`src/rtl/cv32e40p_xif_coproc_router.sv`:
```
// CORE-V-XIF router: one cv32e40p master fanned out to NUM_COPROC coprocessors.
// Issue offers are broadcast and their responses merged; commits are routed to the owner; results are round-robin merged.

module cv32e40p_xif_cp_slot (
   input  logic clk_i,
   input  logic rst_ni,
   input  logic issue_go_i,
   input  logic issue_hs_i,
   input  logic ready_i,
   input  logic accept_i,
   input  logic writeback_i,
   output logic valid_o,
   output logic done_o,
   output logic acc_o,
   output logic wb_o
);
   logic responded_q, acc_q, wb_q, done_now;

   assign valid_o  = issue_go_i & ~responded_q;
   assign done_now = valid_o & ready_i;
   assign done_o   = responded_q | done_now;
   assign acc_o    = acc_q | (done_now & accept_i);
   assign wb_o     = wb_q | (done_now & writeback_i);

   always_ff @(posedge clk_i) begin
      if (!rst_ni || issue_hs_i) begin
         responded_q <= 1'b0;
         acc_q       <= 1'b0;
         wb_q        <= 1'b0;
      end else if (done_now) begin
         responded_q <= 1'b1;
         acc_q       <= acc_o;
         wb_q        <= wb_o;
      end
   end
endmodule

module cv32e40p_xif_coproc_router #(
   parameter int NUM_COPROC = 2,
   parameter int ID_WIDTH   = 4,
   parameter int DATA_WIDTH = 32
) (
   input  logic                             clk_i,
   input  logic                             rst_ni,
   input  logic                             x_issue_valid_i,
   output logic                             x_issue_ready_o,
   input  logic [31:0]                      x_issue_instr_i,
   input  logic [ID_WIDTH-1:0]              x_issue_id_i,
   output logic                             x_issue_accept_o,
   output logic                             x_issue_writeback_o,
   output logic [NUM_COPROC-1:0]            cp_issue_valid_o,
   input  logic [NUM_COPROC-1:0]            cp_issue_ready_i,
   input  logic [NUM_COPROC-1:0]            cp_issue_accept_i,
   input  logic [NUM_COPROC-1:0]            cp_issue_writeback_i,
   output logic [31:0]                      cp_issue_instr_o,
   output logic [ID_WIDTH-1:0]              cp_issue_id_o,
   input  logic                             x_commit_valid_i,
   input  logic [ID_WIDTH-1:0]              x_commit_id_i,
   input  logic                             x_commit_kill_i,
   output logic [NUM_COPROC-1:0]            cp_commit_valid_o,
   output logic [ID_WIDTH-1:0]              cp_commit_id_o,
   output logic                             cp_commit_kill_o,
   input  logic [NUM_COPROC-1:0]            cp_result_valid_i,
   output logic [NUM_COPROC-1:0]            cp_result_ready_o,
   input  logic [NUM_COPROC*ID_WIDTH-1:0]   cp_result_id_i,
   input  logic [NUM_COPROC*DATA_WIDTH-1:0] cp_result_data_i,
   input  logic [NUM_COPROC*5-1:0]          cp_result_rd_i,
   input  logic [NUM_COPROC-1:0]            cp_result_we_i,
   output logic                             x_result_valid_o,
   input  logic                             x_result_ready_i,
   output logic [ID_WIDTH-1:0]              x_result_id_o,
   output logic [DATA_WIDTH-1:0]            x_result_data_o,
   output logic [4:0]                       x_result_rd_o,
   output logic                             x_result_we_o,
   output logic [ID_WIDTH:0]                outstanding_o,
   output logic                             multi_accept_err_o,
   output logic                             stray_result_err_o
);
   localparam int DEPTH = 2**ID_WIDTH;
   localparam int CW    = (NUM_COPROC > 1) ? $clog2(NUM_COPROC) : 1;

   typedef logic [CW-1:0] cidx_t;
   typedef struct packed {
      logic [ID_WIDTH-1:0]   id;
      logic [DATA_WIDTH-1:0] data;
      logic [4:0]            rd;
      logic                  we;
   } res_t;
   typedef enum logic {IDLE, COLLECT} issue_state_e;

   // ownership table
   logic [DEPTH-1:0]         owner_valid_q, owner_valid_d, owner_wb_q;
   logic [DEPTH-1:0][CW-1:0] owner_idx_q;
   logic [ID_WIDTH:0]        outstanding_q, cnt_d;

   // issue
   issue_state_e          state_q, state_d;
   logic                  issue_go, all_done, issue_hs, issue_own;
   logic [NUM_COPROC-1:0] done, acc_all, wb_all;
   cidx_t                 owner_sel;

   assign issue_go = x_issue_valid_i & ~owner_valid_q[x_issue_id_i];

   for (genvar i = 0; i < NUM_COPROC; i++) begin : g_slot
      cv32e40p_xif_cp_slot u_slot (
         .clk_i       (clk_i),
         .rst_ni      (rst_ni),
         .issue_go_i  (issue_go),
         .issue_hs_i  (issue_hs),
         .ready_i     (cp_issue_ready_i[i]),
         .accept_i    (cp_issue_accept_i[i]),
         .writeback_i (cp_issue_writeback_i[i]),
         .valid_o     (cp_issue_valid_o[i]),
         .done_o      (done[i]),
         .acc_o       (acc_all[i]),
         .wb_o        (wb_all[i])
      );
   end

   assign all_done            = &done;
   assign x_issue_ready_o     = issue_go & all_done;
   assign issue_hs            = x_issue_ready_o;
   assign issue_own           = issue_hs & (|acc_all);
   assign x_issue_accept_o    = |acc_all;
   assign x_issue_writeback_o = (|acc_all) & wb_all[owner_sel];
   assign cp_issue_instr_o    = x_issue_instr_i;
   assign cp_issue_id_o       = x_issue_id_i;

   // lowest-index accepter owns the instruction
   always_comb begin
      owner_sel = '0;
      for (int i = NUM_COPROC-1; i >= 0; i--)
         if (acc_all[i]) owner_sel = cidx_t'(i);
   end

   always_ff @(posedge clk_i) begin
      if (!rst_ni) state_q <= IDLE;
      else         state_q <= state_d;
   end

   always_comb begin
      state_d = state_q;
      case (state_q)
         IDLE:    if (issue_go && !all_done) state_d = COLLECT;
         COLLECT: if (issue_hs) state_d = IDLE;
         default: state_d = IDLE;
      endcase
   end

   // commit
   logic commit_hit, commit_clr;

   assign commit_hit       = x_commit_valid_i & owner_valid_q[x_commit_id_i];
   assign commit_clr       = commit_hit & (x_commit_kill_i | ~owner_wb_q[x_commit_id_i]);
   assign cp_commit_id_o   = x_commit_id_i;
   assign cp_commit_kill_o = x_commit_kill_i;

   for (genvar i = 0; i < NUM_COPROC; i++) begin : g_commit
      assign cp_commit_valid_o[i] = commit_hit & (owner_idx_q[x_commit_id_i] == cidx_t'(i));
   end

   // result arbitration
   res_t [NUM_COPROC-1:0] res;
   res_t                  gres;
   cidx_t                 ptr_q, lock_idx_q, grant;
   logic                  lock_q, rvalid, found, res_hs, stray_d;

   for (genvar i = 0; i < NUM_COPROC; i++) begin : g_res
      assign res[i].id   = cp_result_id_i[i*ID_WIDTH +: ID_WIDTH];
      assign res[i].data = cp_result_data_i[i*DATA_WIDTH +: DATA_WIDTH];
      assign res[i].rd   = cp_result_rd_i[i*5 +: 5];
      assign res[i].we   = cp_result_we_i[i];
      assign cp_result_ready_o[i] = rvalid & x_result_ready_i & (grant == cidx_t'(i));
   end

   always_comb begin
      int j;
      j     = 0;
      grant = ptr_q;
      found = 1'b0;
      for (int k = 0; k < NUM_COPROC; k++) begin
         j = int'(ptr_q) + k;
         if (j >= NUM_COPROC) j = j - NUM_COPROC;
         if (!found && cp_result_valid_i[j]) begin
            grant = cidx_t'(j);
            found = 1'b1;
         end
      end
      rvalid = found;
      // a stalled grant holds its index so the payload cannot switch under the core
      if (lock_q) begin
         grant  = lock_idx_q;
         rvalid = cp_result_valid_i[lock_idx_q];
      end
   end

   assign gres             = rvalid ? res[grant] : '0;
   assign x_result_valid_o = rvalid;
   assign x_result_id_o    = gres.id;
   assign x_result_data_o  = gres.data;
   assign x_result_rd_o    = gres.rd;
   assign x_result_we_o    = gres.we;
   assign res_hs           = rvalid & x_result_ready_i;
   assign stray_d          = res_hs & (~owner_valid_q[gres.id] | (owner_idx_q[gres.id] != grant));

   // issue set is applied last so it survives a same-cycle clear of that slot
   always_comb begin
      owner_valid_d = owner_valid_q;
      if (commit_clr) owner_valid_d[x_commit_id_i] = 1'b0;
      if (res_hs)     owner_valid_d[gres.id]       = 1'b0;
      if (issue_own)  owner_valid_d[x_issue_id_i]  = 1'b1;
      cnt_d = '0;
      for (int e = 0; e < DEPTH; e++)
         cnt_d = cnt_d + (ID_WIDTH+1)'(owner_valid_d[e]);
   end

   always_ff @(posedge clk_i) begin
      if (!rst_ni) begin
         owner_valid_q      <= '0;
         owner_wb_q         <= '0;
         owner_idx_q        <= '0;
         outstanding_q      <= '0;
         ptr_q              <= '0;
         lock_q             <= 1'b0;
         lock_idx_q         <= '0;
         multi_accept_err_o <= 1'b0;
         stray_result_err_o <= 1'b0;
      end else begin
         owner_valid_q <= owner_valid_d;
         outstanding_q <= cnt_d;
         if (issue_own) begin
            owner_idx_q[x_issue_id_i] <= owner_sel;
            owner_wb_q[x_issue_id_i]  <= x_issue_writeback_o;
         end
         lock_q     <= rvalid & ~x_result_ready_i;
         lock_idx_q <= grant;
         if (res_hs)
            ptr_q <= (grant == cidx_t'(NUM_COPROC-1)) ? '0 : grant + cidx_t'(1);
         multi_accept_err_o <= issue_hs & (|(acc_all & (acc_all - NUM_COPROC'(1))));
         stray_result_err_o <= stray_d;
      end
   end

   assign outstanding_o = outstanding_q;

endmodule

```
`config.mk`:
```
export PLATFORM = sky130hd
export DESIGN_NAME = cv32e40p_xif_coproc_router
export DESIGN_NICKNAME = d
export VERILOG_FILES = /design/src/rtl/cv32e40p_xif_coproc_router.sv
export SDC_FILE = /design/constraint.sdc
export NUM_CORES = 1
export LEC_CHECK = 0
export BUFFER_PORTS_ARGS = -buffer_cell sky130_fd_sc_hd__buf_2
export CORE_MARGIN = 3
export CORE_UTILIZATION = 50
export CTS_CLUSTER_SIZE = 16
export DETAILED_ROUTE_END_ITERATION = 12
export PLACE_DENSITY = 0.91
export SLEW_MARGIN = 10
export SYNTH_ARGS = -nofsm -noshare
export SYNTH_HDL_FRONTEND = slang
export SYNTH_SLANG_ARGS = --single-unit
```
`constraint.sdc`:
```
create_clock -name clk_i -period 16.8 [get_ports clk_i]
set_clock_uncertainty 0.15 [all_clocks]
set_input_delay 0.84 -clock clk_i [delete_from_list [all_inputs] [get_ports clk_i]]
set_output_delay 0.84 -clock clk_i [all_outputs]
set_load 0.05 [all_outputs]
```
==> results of run 1 <==
[layout make-up]
cell class	instances	area, um^2
clock buffers	9	124
clock inverters	7	103
fillers	840	3720
inverters	24	90.1
multi-input cells	440	2970
flip-flops and latches	64	1280
well taps	129	161
repair buffers	175	881
[cells in the mapped netlist, types with 5 or more instances]
cell / number / share of area, %
a21o_1: 5 / 0.78
nand3_1: 33 / 3.4
buf_1: 5 / 0.39
o221ai_1: 14 / 2.5
nor2_1: 34 / 2.6
nand2b_1: 7 / 0.91
ha_1: 5 / 1.3
mux4_2: 12 / 5.6
inv_1: 22 / 1.7
o21ai_0: 27 / 2.8
buf_4: 45 / 7.0
mux2i_1: 14 / 2.9
clkbuf_1: 24 / 1.9
dfxtp_1: 64 / 27
nand2_1: 124 / 9.7
and2_1: 8 / 1.0
nor2b_1: 8 / 1.0
o21ai_1: 8 / 0.83
a21oi_1: 55 / 5.7
nor3_1: 7 / 0.73
and3_1: 5 / 0.65
mux4_1: 8 / 4.4
fa_1: 10 / 4.2
[stage by stage]
step / util, % / cell area (um^2) / hold slack, ns / power, uW
6_report: 60.1 / 5610 / 0.314 / 458
5_1_grt: 60.1 / 5610 / 0.347 / 476
4_1_cts: 60.1 / 5610 / 0.315 / 457
3_5_place_dp: 57.7 / 5380 / 0.303 / 306
3_3_place_gp: 57.7 / 5380 / 0.290 / 305
2_1_floorplan: - / 4820 / 0.280 / 290
[tightest hold or removal path, stage by stage (launching register included)]
cell and delay, ns:
dfxtp_1 0.32, nand3_1 0.06, o21ai_1 0.05
[logic make-up (layout without fill, tap and decap cells)]
| group | after synthesis | in the layout | synth area share, % |
|---|---|---|---|
| compound gates | 143 | 143 | 19.0 |
| xor+xnor | 1 | 1 | 0.182 |
| fa+ha+maj | 15 | 15 | 5.45 |
| buf+inv | 101 | 215 | 11.9 |
| flops | 64 | 64 | 26.6 |
| mux | 35 | 35 | 13.1 |
| simple gates | 246 | 246 | 23.8 |
[flip-flops by register name, indices dropped and copies added (netlist names), 2 cells and up]
signal                     flops
g_slot.u_slot.acc_q            2
owner_valid_q                 16
g_slot.u_slot.responded_q      2
g_slot.u_slot.wb_q             2
outstanding_o                  5
owner_idx_q                   16
owner_wb_q                    16
[where the power goes]
group	total (uW)	internal [uW]	switching, uW	leakage, uW
clock	154	85.1	68.9	0.000110
combinational	149	39.6	109	0.00198
sequential	155	154	1.57	0.000517
[metal layers]
metal | vias up | global-route usage [%] | share of wire (%)
met5 | - | 0 | 0
met2 | 382 | 41.7 | 45
met3 | 56 | 9.06 | 13
li1 | 2326 | - | -
met1 | 2279 | 35.2 | 39
met4 | 0 | 10.2 | 3.4
[worst min path at each step]
stage,start,end,slack [ns],cells past startpoint
6_report,owner_wb_q[15]$_SDFFE_PN0P_,owner_wb_q[15]$_SDFFE_PN0P_,0.31,2
5_1_grt,owner_wb_q[13]$_SDFFE_PN0P_,owner_wb_q[13]$_SDFFE_PN0P_,0.35,2
4_1_cts,owner_wb_q[15]$_SDFFE_PN0P_,owner_wb_q[15]$_SDFFE_PN0P_,0.31,2
3_5_place_dp,owner_wb_q[15]$_SDFFE_PN0P_,owner_wb_q[15]$_SDFFE_PN0P_,0.30,2
3_3_place_gp,owner_wb_q[6]$_SDFFE_PN0P_,owner_wb_q[6]$_SDFFE_PN0P_,0.29,2
2_1_floorplan,owner_wb_q[6]$_SDFFE_PN0P_,owner_wb_q[6]$_SDFFE_PN0P_,0.28,2
==> results by group, run 1 <==
Status
  – Outcome: complete, no violations

Worst setup path
  – R2R depth: 19
  – CP arrival: 6.31 ns
  – Crit-path slowest cell: mux4_2
  – Critical Path Stages: 20
  – CP Cell Sequence: buf_2, mux4_2, mux4_2, nand2b_4, or2_1, nor3_1, nand2_1, o21a_1, fa_1, inv_1, fa_1, fa_1, inv_1, fa_1, inv_1, ha_1, inv_1, fa_1, nor2b_1, nor3_1
  – Worst Path Buf+Inv: 5
  – CP max FO: 10
  – Crit Path Category: input pin to flip-flop
  – Setup crit end kind: flip-flop
  – Top cell by count, worst path: fa_1
  – Worst r2r src: lock_q$_SDFF_PN0_
  – Crit-path max cell delay: 0.55 ns
  – Worst path top cell family by delay: adder cells
  – Critical Path RT: 16.85 ns
  – Worst R2R Setup Slack: 10.74 ns
  – Critical path endpoint: outstanding_o[2]$_SDFF_PN0_
  – Worst reg2reg path endpoint: outstanding_o[2]$_SDFF_PN0_
  – Startpoint Class: input pin
  – Critical Path Start: x_issue_id_i[0]

Clock tree
  – TritonCTS buffer count: 9
  – Clock Path Buffers: 2
  – Clk Latency, worst-skew pair: 0.35 ns
  – H-tree depth: 3
  – Clock Sink Count: 64
  – CTS tree: done
  – Reg clk slew, reported paths: 0.08 ns
  – Post-CTS sizing: 0
  – Hold bufs inserted after CTS: 0
  – Post-CTS setup buffer count: 0
  – CTS root buf: clkbuf_8

Routing
  – Routed Antenna Nets: 0
  – DR vias/cell: 5.95
  – Drc violations: 0
  – Initial DRC count: 747
  – Routed WL: 15,100 um
  – Via count: 5,043
  – WL per Instance: 17.8 um
  – Pre-antenna DRT Iters: 6

Global route
  – First-pass GRT wire length: 23,900 um
  – GR Overflow Total: 0
  – Initial antenna violation count: 0
  – Vias in the first global route: 4,736
  – Pin count of the biggest net entering global routing: 44
  – GRT Util Overall: 27.1%

Pwr
  – VDD IR max: 0.0000596 V
  – PD cells: 81.6 nW/um^2
  – Leakage: 0.00261 uW

Finish
  – Area Overhead vs Synth: 16.3%
  – Antenna cells: 0
  – Most frequent cells in the layout: buf_2 (173), nand2_1 (124), dfxtp_1 (64), a21oi_1 (55)
  – NumNets Final: 867
  – Fraction of layout cells with a size suffix above 1: 31.2%
  – Most common cell after layout, fill and taps aside: buf_2
  – Layout Cells excl Fill: 848

STA
  – RSZ-0062 raised after global routing: false
  – Worst-margin pin slew: 0.795 ns
  – Final WS setup: 10.54 ns
  – Tmin final: 6.26 ns
  – Fmax: 160 MHz
  – Slew Limit Fails: 0
  – Endpoints failing setup: 0
  – Final hold vios: 0
  – Relative slew margins: 47.0%
  – Fin Setup TNS: 0 ns
  – Tcrit/Tclk final: 37.2%

Yosys
  – Yosys cell types: 63
  – Synth Flop Type: dfxtp_1
  – Ys Warns: 0
  – Sequential fraction of the synthesis area: 26.6%
  – Post-Syn Nets: 758
  – EDFF count, synth: 0
  – Asr flop ratio synth: 0%
  – Syn avg cell area: 7.97 um^2
  – FF+latch count, synth: 64
  – Post-synth design cell area: 4820 um^2
  – Gate Count Post-Synth: 605

Floorplan
  – Io pins: 238
  – Site row count: 35
  – Die X: 104 um
  – Area of the core: 9330 um^2
  – DIE HEIGHT: 104 um
  – Starting Density: 51.7%
  – Die Area: 10,900 um^2

Place
  – Post-DP HPWL: 11,400 um
  – Place WS: 10.20 ns
  – Dpl cells: 832
  – Port buffer count: 173
  – RePlAce Congestion: 0.960

Min path
  – Hold Path Class: flip-flop to flip-flop

Run
  – Max cap viols: 0
No activity file was read; power rests on OpenSTA's default activity.
==> run 2, diff against run 1 <==
--- a/config.mk
+++ b/config.mk
@@ -5,12 +5,13 @@
 export SDC_FILE = /design/constraint.sdc
 export NUM_CORES = 1
 export LEC_CHECK = 0
+export ABC_AREA = 1
 export BUFFER_PORTS_ARGS = -buffer_cell sky130_fd_sc_hd__buf_2
 export CORE_MARGIN = 3
-export CORE_UTILIZATION = 50
+export CORE_UTILIZATION = 44
 export CTS_CLUSTER_SIZE = 16
 export DETAILED_ROUTE_END_ITERATION = 12
-export PLACE_DENSITY = 0.91
+export PLACE_DENSITY = 0.84
 export SLEW_MARGIN = 10
 export SYNTH_ARGS = -nofsm -noshare
 export SYNTH_HDL_FRONTEND = slang
==> constraint.sdc (replaced) <==
create_clock -name clk_i -period 5.05 [get_ports clk_i]
set_clock_uncertainty 0.15 [all_clocks]
set_input_delay 0.2525 -clock clk_i [delete_from_list [all_inputs] [get_ports clk_i]]
set_output_delay 0.2525 -clock clk_i [all_outputs]
set_load 0.05 [all_outputs]
==> run 2 against run 1 <==
Effect of this change: via count up 31%; clock power rose to 4.2 times the previous value; core utilization up 2.5 points; synthesized cell count up 44%; area after synthesis up 9.0%; combinational power rose to 4.4 times the previous value; cell count up 46%; flip-flop and latch count unchanged; register-to-register slack worse by 11 ns; wire length up 33%; global-route usage up 0.68 points; clock-buffer cell count up 1; critical path type is now flip-flop to flip-flop.
==> results by group, run 2 <==
Pwr
  – Net Switching: 705 uW
  – Switching share of total power: 38.9%
  – Flop pwr share: 28.4%
  – Tot Pwr: 1810 uW
  – Combinational Power Share: 36.0%
  – Clock share of power: 35.6%
  – VDD IR max: 0.000230 V
  – Internal Pwr Total: 1110 uW
  – PD cells: 250 nW/um^2
  – Leakage: 0.00396 uW

Floorplan
  – Die X: 115 um
  – DIE HEIGHT: 115 um
  – Io pins: 238
  – Die Area: 13,300 um^2
  – Site row count: 39
  – Area of the core: 11,600 um^2
  – Starting Density: 45.5%

Finish
  – Most common cell after layout, fill and taps aside: nand2_1
  – Antenna cells: 0
  – Area Overhead vs Synth: 37.8%
  – NumNets Final: 1,247
  – Largest registers: owner_idx_q: 16 flops, owner_valid_q: 16 flops, owner_wb_q: 16 flops
  – Most frequent cells in the layout: nand2_1 (201), buf_2 (173), nor2_1 (162), buf_4 (104), inv_1 (96)
  – Fraction of layout cells with a size suffix above 1: 35.9%
  – Fillcell total: 1,011

Clock tree
  – H-tree depth: 3
  – CTS root buf: clkbuf_16
  – Clock Path Buffers: 2
  – Clk Latency, worst-skew pair: 0.34 ns
  – CTS tree: done
  – TritonCTS buffer count: 9
  – Reg clk slew, reported paths: 0.06 ns
  – Clock Sink Count: 64

STA
  – Endpoints failing setup: 0
  – Tmin final: 4.94 ns
  – RSZ-0062 raised after global routing: true
  – Hold_ws: 0.105 ns
  – Tcrit/Tclk final: 97.8%
  – Final hold vios: 0
  – Slew Limit Fails: 0
  – Relative slew margins: 26.7%
  – Fmax: 203 MHz
  – Worst-margin pin slew: 1.10 ns

Routing
  – Pre-antenna DRT Iters: 5
  – Drc violations: 0
  – DR vias/cell: 5.31
  – Initial DRC count: 705
  – Routed WL: 20,000 um
  – Via count: 6,589
  – Routed Antenna Nets: 0
  – WL per Instance: 16.1 um

Global route
  – Met3 usage: 5.11%
  – Met1 Usage GRT: 34.2%
  – Pin count of the biggest net entering global routing: 41
  – GR Overflow Total: 0
  – First-pass GRT wire length: 29,000 um
  – Busiest layer in global routing: met2
  – GRT Util Overall: 27.7%
  – Vias in the first global route: 5,897
  – GR Util met2: 46.5%
  – Initial antenna violation count: 0

Run
  – Max cap viols: 0

Status
  – Outcome: complete, no violations

Worst setup path
  – Worst reg2reg path endpoint: outstanding_o[1]$_SDFF_PN0_
  – R2R depth: 25
  – Critical Path Start: owner_valid_q[2]$_SDFF_PN0_
  – Crit-path slowest cell: fa_1
  – Worst R2R Setup Slack: 0.11 ns
  – Critical Path RT: 5.08 ns
  – CP arrival: 4.97 ns
  – Setup crit end kind: flip-flop
  – CP max FO: 5
  – Crit-path max cell delay: 0.57 ns
  – Startpoint Class: flip-flop
  – Worst Path Buf+Inv: 6
  – Worst path top cell family by delay: adder cells
  – Crit Path Category: flip-flop to flip-flop
  – Worst r2r src: owner_valid_q[2]$_SDFF_PN0_

Yosys
  – Area leader, netlist: dfxtp_1
  – Synth Flop Type: dfxtp_1
  – Most frequent cell after synthesis: nand2_1
  – FF+latch count, synth: 64
  – Post-synth top cells: nand2_1 (213), nor2_1 (169), inv_1 (104), o21ai_0 (72), dfxtp_1 (64)
  – Ys Warns: 0
  – Gate Count Post-Synth: 870
  – EDFF count, synth: 0
  – Syn avg cell area: 6.04 um^2
  – Post-Syn Nets: 1,023
  – Asr flop ratio synth: 0%
  – Area contributors post-synth: dfxtp_1 (24%), nand2_1 (15%), nor2_1 (12%)
  – Post-synth design cell area: 5260 um^2
  – Yosys cell types: 39
  – Sequential fraction of the synthesis area: 24.4%
  – Post-synth top area share: 24.4%

Min path
  – Hold endpoint: g_slot[0].u_slot.responded_q$_SDFFE_PP0N_
  – Hold Path Class: input pin to flip-flop
  – Hold path depth: 3
  – Hold Crit Start: cp_issue_ready_i[0]

Place
  – Post-DP HPWL: 15,100 um
  – Port buffer count: 173
  – RePlAce Congestion: 0.996
[run 2: cell count changes in the layout (fill, tap and decap cells not counted), sizes merged, moves of 6 or more]
cell,change
mux2i,-14
o22ai,+14
o21ai,+42
nand4,+20
nor2,+139
buf,+111
and2,-6
nor2b,-8
o221ai,-15
nand2b,-8
mux4,-20
a21oi,-21
nand2,+99
inv,+89
[run 2: worst max path at each step]
stage                                        to  slack (ns)  cells after the start
detailed placement  outstanding_o[4]$_SDFF_PN0_       -0.13                     24
global route        outstanding_o[4]$_SDFF_PN0_       -0.14                     27
floorplan           outstanding_o[2]$_SDFF_PN0_      0.0008                     25
CTS                 outstanding_o[4]$_SDFF_PN0_        0.02                     24
global placement    outstanding_o[2]$_SDFF_PN0_       -0.06                     25
finish              outstanding_o[1]$_SDFF_PN0_        0.11                     25
[run 2: per-layer routing]
metal,up-vias,routed length [um]
met4,0,1090
met3,98,1980
met1,2936,7610
met2,417,9340
met5,-,0
li1,3138,-
[run 2: layout make-up]
class                   count  area [um^2]  area share, %
clock buffers              10          239           3.30
clock inverters             6         67.6          0.933
inverters                 115          439           6.06
multi-input cells         617         3240           44.8
flip-flops and latches     64         1290           17.8
well taps                 143          179           2.47
repair buffers            287         1780           24.6
[run 2: worst register-to-register path: stages (launching register included)]
cell     delay [ns]
dfxtp_4        0.33
nand2_1        0.07
nand2_1        0.07
nand2_1        0.08
nand2_2        0.07
nand2_2        0.06
nand3_2        0.09
nor2_4         0.21
buf_6          0.14
nand4_4        0.07
nand2_2        0.11
inv_4          0.05
nand2_8        0.09
nand4_4        0.10
and2_4         0.21
fa_1           0.57
inv_1          0.07
fa_2           0.53
fa_1           0.41
inv_1          0.08
fa_1           0.40
inv_1          0.07
ha_2           0.18
inv_2          0.04
fa_2           0.52
nor2_2         0.04
[run 2: power groups by stage]
stage | logic, uW | registers [uW] | clock network, uW
after floorplan | 474 | 528 | 0
after global placement | 598 | 525 | 0
after detailed placement | 602 | 526 | 0
after CTS | 606 | 514 | 648
after global routing | 694 | 514 | 667
final | 652 | 514 | 646
[run 2: repair_timing]
item / CTS / global route
hold buffers: 1 / 0
gates resized for setup: 1 / 76
hold endpoints to repair: 1 / 0
setup buffers: 0 / 20
endpoints found under the setup margin: 4 / 4
pin swaps: 0 / 35
cloned: 0 / 0
[run 2: kinds of logic (layout without fill, tap and decap cells)]
group                    Yosys count  after routing  share of synthesized area [%]
AND/OR/NAND/NOR                  465            465                           38.9
adder cells (fa/ha/maj)           15             15                           5.00
buffers and inverters            189            418                           17.7
AO/OA/AOI/OAI                    137            137                           14.0
flip-flops                        64             64                           24.4
[run 2: through the flow]
step	area, um^2	setup WS [ns]	std cells	utilization [%]	setup TNS [ns]
final	7240	0.114	1242	62.6	0
after global routing	7240	-0.139	1242	62.6	-0.479
after CTS	6840	0.0165	1222	59.1	0
after detailed placement	6520	-0.134	1205	56.4	-0.483
after global placement	6520	-0.0611	1205	56.4	-0.114
after floorplan	5260	0.000798	870	-	0
